--- src/rtl/ctrl_pkg.sv ---
// Purpose: shared encodings for the multicycle MIPS control unit.
// Latency: n/a (types and constants only).
// Backpressure: n/a.
// Contents: FSM state encoding, opcodes, func_sel modes, pc_src codes,
// instruction class enum and the per-class ALU selector mapping.
package ctrl_pkg;

  typedef enum logic [2:0] {
    ST_IF   = 3'd0,
    ST_ID   = 3'd1,
    ST_EX   = 3'd2,
    ST_MEM  = 3'd3,
    ST_WB   = 3'd4,
    ST_HALT = 3'd5
  } state_t;

  localparam logic [5:0] OP_R    = 6'b000000;
  localparam logic [5:0] OP_J    = 6'b000010;
  localparam logic [5:0] OP_BEQ  = 6'b000100;
  localparam logic [5:0] OP_ADDI = 6'b001000;
  localparam logic [5:0] OP_ORI  = 6'b001101;
  localparam logic [5:0] OP_LW   = 6'b100011;
  localparam logic [5:0] OP_SW   = 6'b101011;
  localparam logic [5:0] OP_HALT = 6'b111111;

  localparam logic [1:0] SEL_FUNCT = 2'd0;
  localparam logic [1:0] SEL_ADD   = 2'd1;
  localparam logic [1:0] SEL_SUB   = 2'd2;
  localparam logic [1:0] SEL_OR    = 2'd3;

  localparam logic [1:0] PC_SRC_SEQ = 2'd0;
  localparam logic [1:0] PC_SRC_BR  = 2'd1;
  localparam logic [1:0] PC_SRC_JMP = 2'd2;

  typedef enum logic [2:0] {
    CL_R    = 3'd0,
    CL_J    = 3'd1,
    CL_BEQ  = 3'd2,
    CL_ADDI = 3'd3,
    CL_ORI  = 3'd4,
    CL_LW   = 3'd5,
    CL_SW   = 3'd6
  } class_t;

  // ALU selector mode used during EX for each instruction class.
  function automatic logic [1:0] class_func_sel(input class_t cls);
    logic [1:0] sel;
    sel = SEL_FUNCT;
    case (cls)
      CL_ADDI, CL_LW, CL_SW: sel = SEL_ADD;
      CL_BEQ:                sel = SEL_SUB;
      CL_ORI:                sel = SEL_OR;
      default:               sel = SEL_FUNCT;
    endcase
    return sel;
  endfunction

endpackage

--- src/rtl/ctrl_decode.sv ---
// Purpose: opcode to instruction-class decoder with stop flag.
// Latency: combinational, zero cycles.
// Backpressure: none.
// Ports: i_opcode (instr[31:26]) in; o_class (decoded class), o_illegal
// (halt opcode or any unsupported opcode: the FSM must stop) out.
module ctrl_decode
  import ctrl_pkg::*;
(
  input  logic [5:0] i_opcode,
  output class_t     o_class,
  output logic       o_illegal
);

  always_comb begin
    o_class   = CL_R;
    o_illegal = 1'b0;
    case (i_opcode)
      OP_R:    o_class = CL_R;
      OP_J:    o_class = CL_J;
      OP_BEQ:  o_class = CL_BEQ;
      OP_ADDI: o_class = CL_ADDI;
      OP_ORI:  o_class = CL_ORI;
      OP_LW:   o_class = CL_LW;
      OP_SW:   o_class = CL_SW;
      // The halt opcode is folded in with unsupported ones: both end in HALT.
      default: o_illegal = 1'b1;
    endcase
  end

endmodule

--- src/rtl/mc_ctrl_fsm.sv ---
// Purpose: multicycle MIPS control FSM (IF/ID/EX/MEM/WB/HALT) with retire counter.
// Latency: 3 cycles beq/j, 4 cycles R/addi/ori/sw, 5 cycles lw; outputs are Moore.
// Backpressure: none; the datapath is assumed to complete each step in one cycle.
// Ports: clk/rst (sync, active high); instr, zero in; datapath enables
// (ir_we, mem_re, mem_we, pc_we, rf_we), muxes (pc_src, rf_dst, wb_mem),
// ALU selector (func_code, func_sel), halted and instret out.
module mc_ctrl_fsm
  import ctrl_pkg::*;
#(
  parameter int CNT_W = 32
) (
  input  logic             clk,
  input  logic             rst,
  input  logic [31:0]      instr,
  input  logic             zero,
  output logic             ir_we,
  output logic             mem_re,
  output logic             mem_we,
  output logic             pc_we,
  output logic [1:0]       pc_src,
  output logic             rf_we,
  output logic             rf_dst,
  output logic             wb_mem,
  output logic [10:0]      func_code,
  output logic [1:0]       func_sel,
  output logic             halted,
  output logic [CNT_W-1:0] instret
);

  state_t           r_state;
  class_t           r_class;
  logic [CNT_W-1:0] r_instret;

  class_t w_dec_class;
  logic   w_dec_illegal;
  logic   w_retire;

  // Only opcode and shamt/funct are consumed here; register fields go to the datapath.
  logic   w_unused_instr;
  assign w_unused_instr = ^instr[25:11];

  ctrl_decode u_decode (
    .i_opcode  (instr[31:26]),
    .o_class   (w_dec_class),
    .o_illegal (w_dec_illegal)
  );

  // Retire on the edge that leaves the last state of each instruction class.
  always_comb begin
    w_retire = 1'b0;
    case (r_state)
      ST_EX:   w_retire = (r_class == CL_BEQ) || (r_class == CL_J);
      ST_MEM:  w_retire = (r_class == CL_SW);
      ST_WB:   w_retire = 1'b1;
      default: w_retire = 1'b0;
    endcase
  end

  always_ff @(posedge clk) begin
    if (rst) begin
      r_state   <= ST_IF;
      r_class   <= CL_R;
      r_instret <= '0;
    end else begin
      case (r_state)
        ST_IF: r_state <= ST_ID;
        ST_ID: begin
          r_class <= w_dec_class;
          r_state <= w_dec_illegal ? ST_HALT : ST_EX;
        end
        ST_EX: begin
          case (r_class)
            CL_BEQ, CL_J: r_state <= ST_IF;
            CL_LW, CL_SW: r_state <= ST_MEM;
            default:      r_state <= ST_WB;
          endcase
        end
        ST_MEM:  r_state <= (r_class == CL_LW) ? ST_WB : ST_IF;
        ST_WB:   r_state <= ST_IF;
        ST_HALT: r_state <= ST_HALT;
        default: r_state <= ST_IF;
      endcase
      if (w_retire) begin
        r_instret <= r_instret + {{(CNT_W-1){1'b0}}, 1'b1};
      end
    end
  end

  assign instret   = r_instret;
  assign func_code = instr[10:0];

  // Output decode from state and latched class. rst masks everything because
  // the state register only reaches IF after the first reset edge.
  always_comb begin
    ir_we    = 1'b0;
    mem_re   = 1'b0;
    mem_we   = 1'b0;
    pc_we    = 1'b0;
    pc_src   = PC_SRC_SEQ;
    rf_we    = 1'b0;
    rf_dst   = 1'b0;
    wb_mem   = 1'b0;
    func_sel = SEL_FUNCT;
    halted   = 1'b0;
    if (!rst) begin
      case (r_state)
        ST_IF: begin
          mem_re = 1'b1;
          ir_we  = 1'b1;
          pc_we  = 1'b1;
          pc_src = PC_SRC_SEQ;
        end
        ST_EX: begin
          func_sel = class_func_sel(r_class);
          if (r_class == CL_BEQ) begin
            // zero is live from the ALU this cycle; the PC captures on this edge.
            pc_we  = zero;
            pc_src = PC_SRC_BR;
          end else if (r_class == CL_J) begin
            pc_we  = 1'b1;
            pc_src = PC_SRC_JMP;
          end
        end
        ST_MEM: begin
          mem_re = (r_class == CL_LW);
          mem_we = (r_class == CL_SW);
        end
        ST_WB: begin
          rf_we  = 1'b1;
          rf_dst = (r_class == CL_R);
          wb_mem = (r_class == CL_LW);
        end
        ST_HALT: halted = 1'b1;
        default: ;
      endcase
    end
  end

endmodule

--- config.mk ---
export PLATFORM = sky130hd
export DESIGN_NAME = mc_ctrl_fsm
export DESIGN_NICKNAME = d
export VERILOG_FILES = /design/src/rtl/ctrl_pkg.sv /design/src/rtl/ctrl_decode.sv /design/src/rtl/mc_ctrl_fsm.sv
export SDC_FILE = /design/constraint.sdc
export NUM_CORES = 1
export LEC_CHECK = 0
export ABC_CLOCK_PERIOD_IN_PS = 2500
export CORE_UTILIZATION = 44
export CTS_CLUSTER_DIAMETER = 150
export DETAILED_ROUTE_END_ITERATION = 12
export PLACE_DENSITY = 0.81
export SLEW_MARGIN = 20
export SYNTH_ARGS = -nofsm -noshare
export SYNTH_HDL_FRONTEND = slang
export SYNTH_SLANG_ARGS = --single-unit
--- constraint.sdc ---
create_clock -name clk -period 2.5 [get_ports clk]
set_clock_uncertainty 0.15 [all_clocks]
set_input_delay 0.25 -clock clk [delete_from_list [all_inputs] [get_ports clk]]
set_output_delay 0.25 -clock clk [all_outputs]
set_load 0.1 [all_outputs]
; ---- Yosys cells after proc, flatten, opt, wreduce, memory -nomap -nowiden
; Cells that the tools add are included.
[totals]
n_memories = 0
regBits = 38
latch_bits = 0
ramBits = 0
output_inout_bits = 55
input_bits = 35
wordCells = 60
mem_bits_ro = 0
[classes]
n_shift = 0
n_eq_ne = 17
magnitude_cmp = 0
add_sub_neg = 1
n_bitwise = 0
n_div = 0
mux = 31
reduce_logical = 8
mul = 0
[op_table]
columns = operator, n
row1 = $add 32x1->32 const B, 1
row2 = $pmux 3 s6, 1
row3 = $mux 1, 16
row4 = $eq 3x3->1 const B, 5
row5 = $pmux 3 s5, 1
row6 = $eq 3x2->1 const B, 4
row7 = $eq 6x4->1 const B, 2
row8 = $eq 6x6->1 const B, 2
row9 = $mux 2, 6
row10 = $reduce_or 7->1, 1
row11 = $eq 3x1->1 const B, 2
row12 = $eq 6x2->1 const B, 1
row13 = $eq 6x3->1 const B, 1
row14 = $logic_not 3->1, 2
row15 = $logic_not 6->1, 1
row16 = $mux 3, 2
row17 = $pmux 2 s3, 1
row18 = $pmux 3 s2, 1
row19 = $pmux 1 s2, 2
row20 = $reduce_or 2->1, 2
row21 = $pmux 1 s3, 1
row22 = $reduce_or 3->1, 1
row23 = $logic_or 1x1->1, 1

; ---- Longest topological paths before layout
[depth]
depth_word = 5
ltp_mapped = 8
ltp_nobuf = 6

; ---- Modules after synthesis
; Synthesis repeated with hierarchy kept, for this count alone.
[unflattened]
cells_unflattened = 275
area_unflattened_um2 = 2283.4
[modules_own_cells]
columns = module, cells_per_inst, instances, area_per_inst_um2
row1 = mc_ctrl_fsm, 259, 1, 2172.1
row2 = ctrl_decode, 16, 1, 111.4

; ---- Worst setup path before layout
; OpenSTA, ideal clock, no wires.
[synth_timing]
path_type = register -> output
from = register r_state[0]
to = output rf_dst
setup_slack_ps = -3795
n_path_buf = 1
arrival_time_ps = 5895
stages_incl_launch_ff = 4
path_cell_list = dfxtp_1 clkbuf_1 nor3_1 nor4b_1
[synth_via]
elab_chain_cells = 3
[synth_rtl]
columns = item, line
row1 = from (decl), mc_ctrl_fsm.sv:30  ; state_t r_state;
row2 = from (signal assigned), mc_ctrl_fsm.sv:69  ; r_state <= w_dec_illegal ? ST_HALT : ST_EX;
row3 = from (signal assigned), mc_ctrl_fsm.sv:78  ; ST_MEM: r_state <= (r_class == CL_LW) ? ST_WB : ST_IF;
row4 = $eq 3x3->1, mc_ctrl_fsm.sv:106  ; case (r_state)
row5 = $mux 1, mc_ctrl_fsm.sv:106
row6 = $mux 1, mc_ctrl_fsm.sv:105  ; if (!rst) begin
row7 = to (decl), mc_ctrl_fsm.sv:22  ; output logic rf_dst,
; Every way passes these cells.

; ---- Worst setup path in the final report
[layout_timing]
from = register r_class[0]
to = output mem_re
[layout_via]
elab_chain_cells = 3
[layout_rtl]
columns = item, line
row1 = from (decl), mc_ctrl_fsm.sv:31  ; class_t r_class;
row2 = from (signal assigned), mc_ctrl_fsm.sv:68  ; r_class <= w_dec_class;
row3 = $eq 3x3->1, mc_ctrl_fsm.sv:125  ; mem_re = (r_class == CL_LW);
row4 = $pmux 1 s2, mc_ctrl_fsm.sv:106
row5 = $mux 1, mc_ctrl_fsm.sv:105
row6 = to (decl), mc_ctrl_fsm.sv:17  ; output logic mem_re,
; Every way passes these cells.

==> results by stage <==
Outcome:
- The flow ran to the end, and the final reports show no timing, DRC or antenna violations.

Logic synthesis:
- The number of enable flip-flop cells after synthesis is 0.
- The post-synthesis async set-or-reset flop share is 0.
- In the synthesized netlist the dominant register cell turns out to be dfxtp_1.
- In the synthesized netlist, the number of instances is 277.
- The number of nets handed over by synthesis was 313.
- The number of flip-flops and latches in the synthesized netlist is 38.
- The mapped cell area is 2248 um^2.
- The synthesized netlist contains 50 unique library cells.
- The number of warning messages in the yosys log is 0.
- The sequential element share of the synthesized area is 0.3383.
- Each instance of the synthesized netlist takes up on average 8.117 um^2.

Pwr:
- The areal power density over the cells is 437.8 nW/um^2.
- The reported leakage power is 1.007 nW.
- The design draws 1.312 mW.
- The worst-case vdd ir drop is 0.2382 mV.

Cells and area:
- After the flow finishes, the layout carries non-filler instances totaling 384.
- The layout net count is 352.
- The final-layout fill cell count is 434.
- In the final layout, the share of cells above drive strength 1 is 0.2997.
- The synthesis-to-layout area growth is 33.33%.
- The area of all sequential standard cells is 780.7 um^2.
- The number of antenna diodes in the final layout is 0.
- The area of the multi-input gates is 1380 um^2.

Placed design:
- The detailed placement HPWL is 3912 um.
- The congestion estimate from routability-driven global placement came to 0.7692.
- The number of placed instances with taps included is 376.
- Buffers placed on the I/O ports in this run total 52.
- The worst slack at placement is 190.9 ps.

Die:
- The floorplan has 25 rows.
- The die area is 5400 um^2.
- The height of the die is 73.49 um.
- The number of placed I/O pins is 90.
- The initial cell density of the core is 0.4668.
- The total area inside the core boundary comes to 4817 um^2.
- The die span in x is 73.49 um.

Clock tree:
- Clock tree synthesis inserted a total of 5 buffers.
- TritonCTS built the clock tree.
- The level count of the clock H-tree is 2.
- The clock latency on the worst-skew pair is 290 ps.
- For this design, the sink count on the clock tree is 38.
- CTS placed an instance of clkbuf_8 at the clock tree root.
- Clock-pin slew was measured on the worst setup and hold paths at 70 ps.
- The number of setup buffers added after CTS is 0.
- Counting along the longest clock path gives a buffer depth of 2.

Routing:
- The pre-antenna-repair detailed-routing pass consisted of 4 iterations.
- Once detail routing completed, the nets flagged for antenna violations numbered 0.
- After detailed routing, the number of remaining DRC violations is 0.
- The per-cell routed wire length is 13.82 um.
- The first-iteration detailed-routing DRC count is 133.
- In the routed layout, each cell is associated on average with a via count of 5.745.
- After detailed routing, the total wire length is 5305 um.
- The detailed router placed 2206 vias in this run.

Min path:
- The path class of the lowest-slack min-delay path is reg -> reg.
- The cell depth of the worst min-delay path is 2.

Critical path:
- The endpoint class of the critical path is a primary output.
- The largest fanout on the critical path is 6.
- The worst endpoint data arrival time is 1930 ps.
- The worst setup path is of the reg -> out kind.
- Measured in cells, the most critical reg-to-reg path has a length of 5.
- The type of origin of the critical path is a register.
- At the worst endpoint, the required time is 2100 ps.

STA:
- At the pin with the least slew margin, the transition time is 997.0 ps.
- The fraction of the cycle the final worst path needs is 0.9324.
- Setup violations remaining at the end of the flow were counted as 0.
- Headroom to the max-slew limit came out at 0.3352.
- The max-slew violation count is 0.
- The upper clock frequency limit is 0.4290 GHz.
- The final worst setup slack is 168.9 ps.
- The final count of hold timing violations came to 0.
- The worst path in the final design needs a cycle of 2331 ps, including I/O delays and setup.
- Setup repair after global routing left no endpoint under its margin.

GRT:
- The remaining global-route overflow is 0.
- The overall fraction of global-route tracks in use is 0.2053.
- The number of global-route vias before repair was 2006.
- The initial antenna violation count came to 0.
- The first global-routing pass estimated 8707 um of wire.
- Entering global routing, the biggest net connects 32 pins.

Flow run:
- Max-cap violations in this run came to 0.
==> path summary, 6_finish.rpt <==
| kind | from | to | slack (ps) |
|---|---|---|---|
| max reg2reg | r_class[1] | instret[28] | 170 |
| max | r_class[0] | mem_re | 170 |
| min reg2reg | instret[31] | instret[31] | 340 |
| min | instret[31] | instret[31] | 340 |
==> worst max-delay path, stage by stage (launching register included) <==
cell	delay, ps
dfxtp_1	520
buf_4	220
nor2b_1	280
nand4_1	130
o21a_1	140
nor3_4	150
buf_12	200
==> metrics by stage <==
stage	TNS [ps]	util	hold slack [ps]	area, um^2
4_1_cts	0	0.6221	341.9	2997
3_5_place_dp	0	0.6000	331.2	2890
3_3_place_gp	0	0.6000	314.7	2890
6_report	0	0.6223	340.3	2998
5_1_grt	0	0.6223	349.4	2998
2_1_floorplan	-603.7	-	295.5	2374
==> state kept, by name, indices dropped and copies added, names as in the netlist <==
signal and cells:
instret 32, r_class 3, r_state 3
==> cells in the final DEF (no fill, tap or decap), types with 4 or more instances in the layout <==
cell type and count:
buf_4 41, a21oi_1 27, dfxtp_1 22, nor2_1 20
nand2_1 19, dfxtp_2 16, o21ai_0 14, or4_1 12
buf_12 12, o31ai_1 11, or3_1 10, xor2_1 9
clkdlybuf4s50_1 8, nand3_1 7, nand4_1 6, nand2b_1 5
inv_1 5, nor3_1 5, clkbuf_8 5, nand4b_1 4
and3_1 4
==> Yosys cell counts (3+ instances only) <==
library cell | instances | area share
a21oi_1 | 27 | 0.060
and3_1 | 5 | 0.014
buf_2 | 4 | 0.0089
buf_4 | 13 | 0.043
clkbuf_1 | 10 | 0.017
dfxtp_1 | 38 | 0.34
inv_1 | 5 | 0.0083
nand2_1 | 19 | 0.032
nand2b_1 | 6 | 0.017
nand3_1 | 7 | 0.016
nand4_1 | 6 | 0.017
nand4b_1 | 4 | 0.016
nor2_1 | 21 | 0.035
nor3_1 | 8 | 0.018
nor4_1 | 4 | 0.011
o2111ai_1 | 3 | 0.012
o21ai_0 | 14 | 0.031
o31a_1 | 3 | 0.012
o31ai_1 | 11 | 0.037
or3_1 | 10 | 0.028
or4_1 | 12 | 0.040
xnor2_1 | 3 | 0.012
xor2_1 | 9 | 0.035
==> final cells by class <==
type / instances / share of cell area
multi-input cells: 205 / 0.4603
clock buffers: 7 / 0.02546
inverters: 5 / 0.006260
flip-flops and latches: 38 / 0.2604
repair buffers: 61 / 0.2095
well taps: 67 / 0.02796
clock inverters: 1 / 0.01002
==> cell families after synthesis <==
group,share of synthesized area
and+or+nand+nor,0.2994
DFF,0.3383
buffers and inverters,0.08737
muxes,0.008904
adders and majority gates,0.01002
xor gates and xnor gates,0.05398
AOI/OAI and AO/OA,0.2020
==> layer usage <==
metal	vias to the layer above	track usage	wire [um]
li1	1095	-	-
met1	1041	0.2405	2332
met2	64	0.3588	2669
met3	6	0.04801	245
met4	0	0.08333	58
met5	-	0	0
==> power by group <==
group | total (mW) | switching (mW) | internal [mW] | leakage, nW
Clock | 0.510 | 0.211 | 0.299 | 0.0524
Sequential | 0.620 | 0.00972 | 0.610 | 0.315
Combinational | 0.182 | 0.114 | 0.0685 | 0.640
Total | 1.31 | 0.335 | 0.977 | 1.01
==> what timing repair did <==
| item | in CTS | in global routing |
|---|---|---|
| endpoints found under the setup margin | 0 | 5 |
| resized for setup | 0 | 1 |
| hold buffers | 0 | 0 |
Power figures use the tool's default switching activity.
